--- src/rtl/shift_rotate_unit.sv ---
// Iterative shift/rotate engine: SHR, SHRA, SHL, ROR, ROL on WIDTH-bit operands,
// up to STEP bit positions per clock, with a start/busy/done handshake.
module shift_rotate_unit #(
    parameter int unsigned WIDTH = 32,
    parameter int unsigned STEP = 1,
    localparam int unsigned SHAMT_W = $clog2(WIDTH)
) (
    input  logic               i_clk,
    input  logic               i_clear,
    input  logic               i_start,
    input  logic [2:0]         i_op,
    input  logic [WIDTH-1:0]   i_a,
    input  logic [SHAMT_W-1:0] i_shamt,
    output logic [WIDTH-1:0]   o_result,
    output logic               o_cout,
    output logic               o_busy,
    output logic               o_done,
    output logic               o_bad_op
);

    localparam int unsigned KW = SHAMT_W + 1;
    localparam logic [2:0] OP_SHR  = 3'd0;
    localparam logic [2:0] OP_SHRA = 3'd1;
    localparam logic [2:0] OP_SHL  = 3'd2;
    localparam logic [2:0] OP_ROR  = 3'd3;
    localparam logic [2:0] OP_ROL  = 3'd4;

    typedef enum logic [1:0] {
        S_IDLE = 2'd0,
        S_RUN  = 2'd1,
        S_DONE = 2'd2
    } state_t;

    state_t             r_state;
    state_t             w_state_nxt;
    logic [WIDTH-1:0]   r_result;
    logic [WIDTH-1:0]   w_result_nxt;
    logic [WIDTH-1:0]   w_step_res;
    logic [2:0]         r_op;
    logic [2:0]         w_op_nxt;
    logic [SHAMT_W-1:0] r_remain;
    logic [SHAMT_W-1:0] w_remain_nxt;
    logic [SHAMT_W-1:0] w_k;
    logic [SHAMT_W-1:0] w_k_m1;
    logic [SHAMT_W-1:0] w_k_neg;
    logic               r_cout;
    logic               w_cout_nxt;
    logic               w_step_cout;
    logic               r_busy;
    logic               w_busy_nxt;
    logic               r_done;
    logic               w_done_nxt;
    logic               r_bad_op;
    logic               w_bad_nxt;
    logic               w_op_legal;
    logic               w_accept;
    logic               w_last;

    assign w_op_legal = (i_op <= OP_ROL);
    assign w_accept   = i_start && (r_state != S_RUN);

    // Positions handled this cycle: k = min(STEP, remaining)
    always_comb begin
        w_k = r_remain;
        if ({1'b0, r_remain} > KW'(STEP)) begin
            w_k = SHAMT_W'(STEP);
        end
    end

    // WIDTH is a power of two, so -k modulo WIDTH equals WIDTH-k for k >= 1
    assign w_k_m1  = w_k - SHAMT_W'(1);
    assign w_k_neg = SHAMT_W'(0) - w_k;
    assign w_last  = (r_remain == w_k);

    // One k-position step of the latched operation
    always_comb begin
        w_step_res  = r_result;
        w_step_cout = 1'b0;
        case (r_op)
            OP_SHR: begin
                w_step_res  = r_result >> w_k;
                w_step_cout = r_result[w_k_m1];
            end
            OP_SHRA: begin
                w_step_res  = $unsigned($signed(r_result) >>> w_k);
                w_step_cout = r_result[w_k_m1];
            end
            OP_SHL: begin
                w_step_res  = r_result << w_k;
                w_step_cout = r_result[w_k_neg];
            end
            OP_ROR: begin
                w_step_res  = (r_result >> w_k) | (r_result << w_k_neg);
                w_step_cout = r_result[w_k_m1];
            end
            OP_ROL: begin
                w_step_res  = (r_result << w_k) | (r_result >> w_k_neg);
                w_step_cout = r_result[w_k_neg];
            end
            default: begin
                w_step_res  = r_result;
                w_step_cout = 1'b0;
            end
        endcase
    end

    always_ff @(posedge i_clk or negedge i_clear) begin
        if (!i_clear) begin
            r_state <= S_IDLE;
        end else begin
            r_state <= w_state_nxt;
        end
    end

    always_comb begin
        w_state_nxt = r_state;
        case (r_state)
            S_IDLE, S_DONE: begin
                if (i_start) begin
                    w_state_nxt = ((i_shamt != '0) && w_op_legal) ? S_RUN : S_DONE;
                end else begin
                    w_state_nxt = S_IDLE;
                end
            end
            S_RUN: begin
                if (w_last) begin
                    w_state_nxt = S_DONE;
                end
            end
            default: w_state_nxt = S_IDLE;
        endcase
    end

    // Next values for the registered datapath and status outputs
    always_comb begin
        w_result_nxt = r_result;
        w_cout_nxt   = r_cout;
        w_remain_nxt = r_remain;
        w_op_nxt     = r_op;
        w_bad_nxt    = r_bad_op;
        w_busy_nxt   = (w_state_nxt == S_RUN);
        w_done_nxt   = (w_state_nxt == S_DONE);
        if (w_accept) begin
            w_result_nxt = i_a;
            w_cout_nxt   = 1'b0;
            w_remain_nxt = i_shamt;
            w_op_nxt     = i_op;
            w_bad_nxt    = !w_op_legal;
        end else if (r_state == S_RUN) begin
            w_result_nxt = w_step_res;
            w_cout_nxt   = w_step_cout;
            w_remain_nxt = r_remain - w_k;
        end
    end

    always_ff @(posedge i_clk or negedge i_clear) begin
        if (!i_clear) begin
            r_result <= '0;
            r_cout   <= 1'b0;
            r_remain <= '0;
            r_op     <= 3'd0;
            r_bad_op <= 1'b0;
            r_busy   <= 1'b0;
            r_done   <= 1'b0;
        end else begin
            r_result <= w_result_nxt;
            r_cout   <= w_cout_nxt;
            r_remain <= w_remain_nxt;
            r_op     <= w_op_nxt;
            r_bad_op <= w_bad_nxt;
            r_busy   <= w_busy_nxt;
            r_done   <= w_done_nxt;
        end
    end

    assign o_result = r_result;
    assign o_cout   = r_cout;
    assign o_busy   = r_busy;
    assign o_done   = r_done;
    assign o_bad_op = r_bad_op;

endmodule

--- config.mk ---
export PLATFORM = sky130hd
export DESIGN_NAME = shift_rotate_unit
export DESIGN_NICKNAME = d
export VERILOG_FILES = /design/src/rtl/shift_rotate_unit.sv
export SDC_FILE = /design/constraint.sdc
export NUM_CORES = 1
export LEC_CHECK = 0
export BUFFER_PORTS_ARGS = -buffer_cell sky130_fd_sc_hd__buf_2
export CAP_MARGIN = 20
export CELL_PAD_IN_SITES_DETAIL_PLACEMENT = 0
export CELL_PAD_IN_SITES_GLOBAL_PLACEMENT = 1
export CORE_MARGIN = 2
export CORE_UTILIZATION = 45
export CTS_CLUSTER_SIZE = 24
export DETAILED_ROUTE_END_ITERATION = 10
export PLACE_DENSITY = 0.91
export SLEW_MARGIN = 0
export SYNTH_ARGS = -nofsm -noshare
export SYNTH_HDL_FRONTEND = slang
export SYNTH_SLANG_ARGS = --single-unit
--- constraint.sdc ---
create_clock -name i_clk -period 4.53 [get_ports i_clk]
set_input_delay 1.1325 -clock i_clk [delete_from_list [all_inputs] [get_ports i_clk]]
set_output_delay 1.1325 -clock i_clk [all_outputs]
set_load 0.1 [all_outputs]
======== Yosys cells after proc, flatten, opt, wreduce, memory -nomap -nowiden ========
Index checks and enable logic that the tools add are counted.
operators by class
  shift operators ......................... 5
  eq/ne operators ......................... 10
  $lt $le $gt $ge ......................... 4
  reduce and logical (&&, ||, !) cells .... 12
  bitwise logic cells ..................... 2
  add/subtract/negate cells ............... 3
  muxes and demuxes ....................... 17
operators by type and width
  cell                                                                           number
  32-bit case mux with 5 select lines                                            1
  32-bit two-way mux                                                             2
  32-bit OR                                                                      2
  32-bit by 5-bit left shift with 32-bit output                                  2
  32-bit by 5-bit right shift with 32-bit output                                 2
  32-bit by 5-bit >>> shifter with 32-bit output                                 1
  5-bit two-way mux                                                              3
  5-bit by 6-bit less-than comparator with 1-bit output (second input constant)  2
  1-bit binary-select mux with 5-bit select                                      2
  3-bit by 2-bit equality test with 1-bit output (second input constant)         2
  2-bit two-way mux                                                              3
  6-bit nonzero test                                                             1
  5-bit equality test                                                            1
  5-bit by 1-bit > comparator with 1-bit output (second input constant)          1
  5-bit nonzero test                                                             1
  1-bit by 5-bit subtractor with 5-bit output (first input constant)             1
  5-bit by 1-bit subtractor with 5-bit output (second input constant)            1
  5-bit subtractor                                                               1
  2-bit by 1-bit equality test with 1-bit output (second input constant)         2
  2-bit equality test (second input constant)                                    2
  1-bit two-way mux                                                              4
  2-bit case mux with 2 select lines                                             1
  2-bit OR reduction                                                             2
  3-bit by 1-bit equality test with 1-bit output (second input constant)         1
  11 further kinds                                                               12
storage, ports and cells
  logic and storage cells ................. 61
  bits of input ports ..................... 43
  bits in registers ....................... 46

======== Longest topological paths before layout ========
  depth after elaboration ................. 8
  mapped depth ............................ 14
  gate-level depth less buffers ........... 10

======== Worst setup path before layout ========
OpenSTA, ideal clock, no wires.
  path kind ............................... register to register
  from .................................... register r_remain[1]
  to ...................................... register r_result[29] (netlist: o_result[29])
  path buffers ............................ 5
  setup slack ............................. 1.633 ns
  arrival time ............................ 2.773 ns
  library setup time ...................... 0.125 ns
  cell stages (with the launch flop) ...... 14
  data required time ...................... 4.405 ns
  cells stage by stage .................... dfrtp_1 > nor3_4 > nand2_4 > clkinv_2 > buf_2 > buf_2 > ha_1 > buf_2 > buf_2 > clkbuf_1 > a311oi_1 > a31oi_1 > a311oi_1 > nor2_1
between the ends
  word-level cells in the longest chain between the ends .. 8
  elaborated cells on any way between the ends .. 13
ends and longest elaborated chain
  item                                                                                                                    line    text
  start: declaration                                                                                                      41      logic [SHAMT_W-1:0] r_remain;
  start signal: assignment                                                                                                168     r_remain <= w_remain_nxt;
  5-bit by 1-bit > comparator with 1-bit output                                                                           65      if ({1'b0, r_remain} > KW'(STEP)) begin
  5-bit two-way mux (*)                                                                                                   65
  1-bit by 5-bit subtractor with 5-bit output                                                                             72      assign w_k_neg = SHAMT_W'(0) - w_k;
  32-bit by 5-bit right shift with 32-bit output / 32-bit by 5-bit left shift with 32-bit output (equally long branches)  97, 93
  32-bit OR (on tied branches)                                                                                            97, 93
  32-bit case mux with 5 select lines (*)                                                                                 79      case (r_op)
  32-bit two-way mux (*)                                                                                                  149     end else if (r_state == S_RUN) begin
  32-bit two-way mux (*)                                                                                                  143     if (w_accept) begin
  end signal: assignment                                                                                                  166     r_result <= w_result_nxt;
  end: declaration                                                                                                        36      logic [WIDTH-1:0] r_result;
Every way passes the cells marked *; elsewhere a longest branch is shown, timed or not. The select of a mux whose other input is x is not followed.
A chain may end at the register's enable or synchronous reset.

======== Final worst setup path ========
  from .................................... register r_state[0]
  to ...................................... register r_result[30] (netlist: o_result[30])
between the ends
  word-level cells in the longest chain between the ends .. 4
  elaborated cells on any way between the ends .. 7
ends and longest elaborated chain
  item                                                                              line  text
  start: declaration                                                                34    state_t r_state;
  start signal: assignment                                                          111   r_state <= w_state_nxt;
  2-bit by 1-bit inequality test with 1-bit output                                  60    assign w_accept = i_start && (r_state != S_RUN);
  1-bit logical AND                                                                 60
  6-bit nonzero test (no source line) / 2-bit nonzero test (equally long branches)  -
  2-bit AND reduction (no source line)                                              -
Parallel ways exist; a longest one is shown, timed or not.

==> out/metrics.csv <==
stage;metric;value;unit
cts;postCtsHoldBufs;0;
routing;finalWirelength;15070;um
global_routing;grt_pass1_vias;4551;
setup_path;crit_fanout;17;
setup_path;crit_path_end_kind;flip-flop;
cts;clk_path_buf_depth;2;
die;boundaryPins;79;
finish;drive_above_1_share;0.2257;
run_status;outcome;finished, final reports clean;
sta;setup-violations-final;0;
cts;htreeDepth;2;
sta;period_needed;3.008;ns
cts;numCtsBuffers;5;
yosys;synth.distinct_cells;66;
setup_path;critical_path.endpoint;o_result[30];
routing;via_per_inst;6.878;
routing;drcViolationCount;0;
yosys;synthFlopType;dfrtp_1;
sta;min_period_over_period;0.6640;
setup_path;crit_required;4.71;ns
yosys;syn-num-nets;585;
global_routing;grt_antenna_before_repair;0;
routing;wl_per_cell;21.93;um
finish;fill_cells;925;
flow_run;drv_cap;0;
cts;clockRootBuffer;clkbuf_8;
cts;ctsResizeCount;0;
sta;finalHoldViolations;0;
yosys;ys_seq_area_frac;0.2736;
die;die_area;0.01014;mm^2
finish;final_cell_mix;nand2_1 (89), buf_2 (78), dfrtp_1 (46), a21oi_1 (40), nor2_1 (35);
die;chipWidth;100.7;um
sta;rsz0062_at_grt;no;
routing;final_antenna_net_count;0;
placement;dpl.hpwl;9957;um
setup_path;critPathKind;flip-flop to flip-flop;
cts;cts_tree;done;
cts;cts_sinks;46;
global_routing;grt_pass1_wl;24540;um
placement;place_congestion;0.9836;
yosys;synth_edf_count;0;
sta;fmax;0.3325;GHz
finish;final_common_cell;nand2_1;
yosys;syn_area;0.004207;mm^2
min_path;hold_class;flip-flop to flip-flop;
setup_path;reg2regPathDepth;6;
die;die_h;100.7;um
sta;worst_clock_skew;0.01098;ns
global_routing;grt-ovfl-total;0;
die;initial_core_util;0.4596;
setup_path;critPathArrivalTime;3.19;ns
setup_path;start_kind;flip-flop;
setup_path;worstSetupStartpoint;r_state[0];
yosys;syn_inst;539;
cts;clk_pin_slew;0.11;ns
routing;drt_first_pass_iters;6;
finish;antenna_cells;0;
setup_path;r2r-start;r_state[0];
yosys;ys_ff_latch;46;
global_routing;gr-usage-all-layers;0.3068;
yosys;synthArstFlopShare;1.000;
routing;route.vias.total;4725;
yosys;avgSynthCellArea;7.804;um^2
sta;tns;0;ns
sta;worst_pin_slew;0.9722;ns
sta;slew_headroom;0.3506;
yosys;synth_warnings;0;
cts;clk_latency;0.31;ns
setup_path;r2r_end;o_result[30];
setup_path;r2r_setup_slack;1.52;ns
cts;cts_setup_buffers;0;
finish;nets;621;
finish;area_growth;11.04;%
die;rows;35;
die;core;0.009153;mm^2
routing;first_iter_violations;635;
global_routing;grt_max_degree;70;
sta;slew_violations;0;
placement;portBuffers;78;
==> worst max-delay path, cell delays in order, from the launching register on <==
cell and delay, ns:
dfrtp_1 0.42, nor2b_1 0.79, nor2_1 0.20, nor2_2 0.72, o21ai_0 0.27, a221oi_1 0.34, o21ai_0 0.13
==> worst min path at each step <==
stage / start / to / slack, ns / depth (start not counted)
floorplan: r_state[0] / o_busy / 0.51 / 1
global placement: o_bad_op / o_bad_op / 0.46 / 2
detailed placement: o_bad_op / o_bad_op / 0.47 / 2
CTS: o_bad_op / o_bad_op / 0.49 / 2
global route: o_bad_op / o_bad_op / 0.54 / 2
finish: o_bad_op / o_bad_op / 0.48 / 2
==> metal layers <==
| layer | routed length (um) | global-route usage | up-vias |
|---|---|---|---|
| met1 | 6238 | 0.4256 | 2246 |
| met4 | 584 | 0.1264 | 0 |
| met2 | 6674 | 0.4692 | 324 |
| met5 | 0 | 0 | - |
| li1 | - | - | 2105 |
| met3 | 1571 | 0.05964 | 50 |
==> cell families (layout without fill, tap and decap cells) <==
family                     Yosys count  after routing  synth area share
adders and majority gates            3              3          0.008924
AOI/OAI and AO/OA                  200            200            0.3201
and+or+nand+nor                    184            184            0.2008
buffers and inverters               71            108           0.07733
muxes                               34             34            0.1184
DFF                                 46             46            0.2736
other                                1              1         0.0008915
==> registers in the layout, summed over array words and instances (netlist names) <==
name / cells
o_result: 32
r_remain: 5
r_op: 3
r_state: 2
o_bad_op: 1
o_busy: 1
o_cout: 1
o_done: 1
==> Yosys cell counts (all sizes together) (3+ instances only) <==
cell / instances / area, um^2
a41o: 3 / 30.03
o21ai: 32 / 160.1
ha: 3 / 37.54
clkbuf: 34 / 127.6
mux4: 12 / 270.3
buf: 27 / 158.9
nand3: 14 / 70.07
nand2: 91 / 356.6
inv: 9 / 33.78
nor2b: 5 / 31.28
a221o: 4 / 40.04
a221oi: 6 / 52.55
nor3: 16 / 96.35
o32ai: 5 / 43.79
mux2i: 16 / 160.2
dfrtp: 46 / 1151
a311oi: 6 / 52.55
a22oi: 8 / 60.06
mux2: 6 / 67.56
nand2b: 4 / 25.02
o22ai: 26 / 162.7
a31oi: 20 / 125.1
nor2: 38 / 147.6
o211ai: 5 / 37.54
a211oi: 20 / 150.1
and2: 4 / 25.02
a21oi: 40 / 200.2
==> through the flow <==
step / area, um^2 / hold slack, ns / worst slack [ns] / utilization / cells
after CTS: 4651 / 0.4898 / 1.611 / 0.5081 / 686
after global placement: 4527 / 0.4572 / 1.392 / 0.4946 / 677
after floorplan: 4207 / 0.5054 / 1.633 / - / 539
after detailed placement: 4538 / 0.4676 / 1.526 / 0.4958 / 678
final: 4671 / 0.4833 / 1.522 / 0.5103 / 687
after global routing: 4671 / 0.5386 / 1.270 / 0.5103 / 687
==> layout make-up <==
| cell class | instances | area, um^2 | share of cell area |
|---|---|---|---|
| Multi-Input combinational cell | 422 | 2733 | 0.5851 |
| Sequential cell | 46 | 1151 | 0.2464 |
| Timing Repair Buffer | 90 | 496.7 | 0.1063 |
| Tap cell | 111 | 138.9 | 0.02973 |
| Clock buffer | 5 | 68.82 | 0.01473 |
| Clock inverter | 3 | 43.79 | 0.009376 |
| Inverter | 10 | 38.79 | 0.008304 |
Power is not shown: default switching activity piles up to over one toggle a cycle in this logic, so the estimate is an artifact.
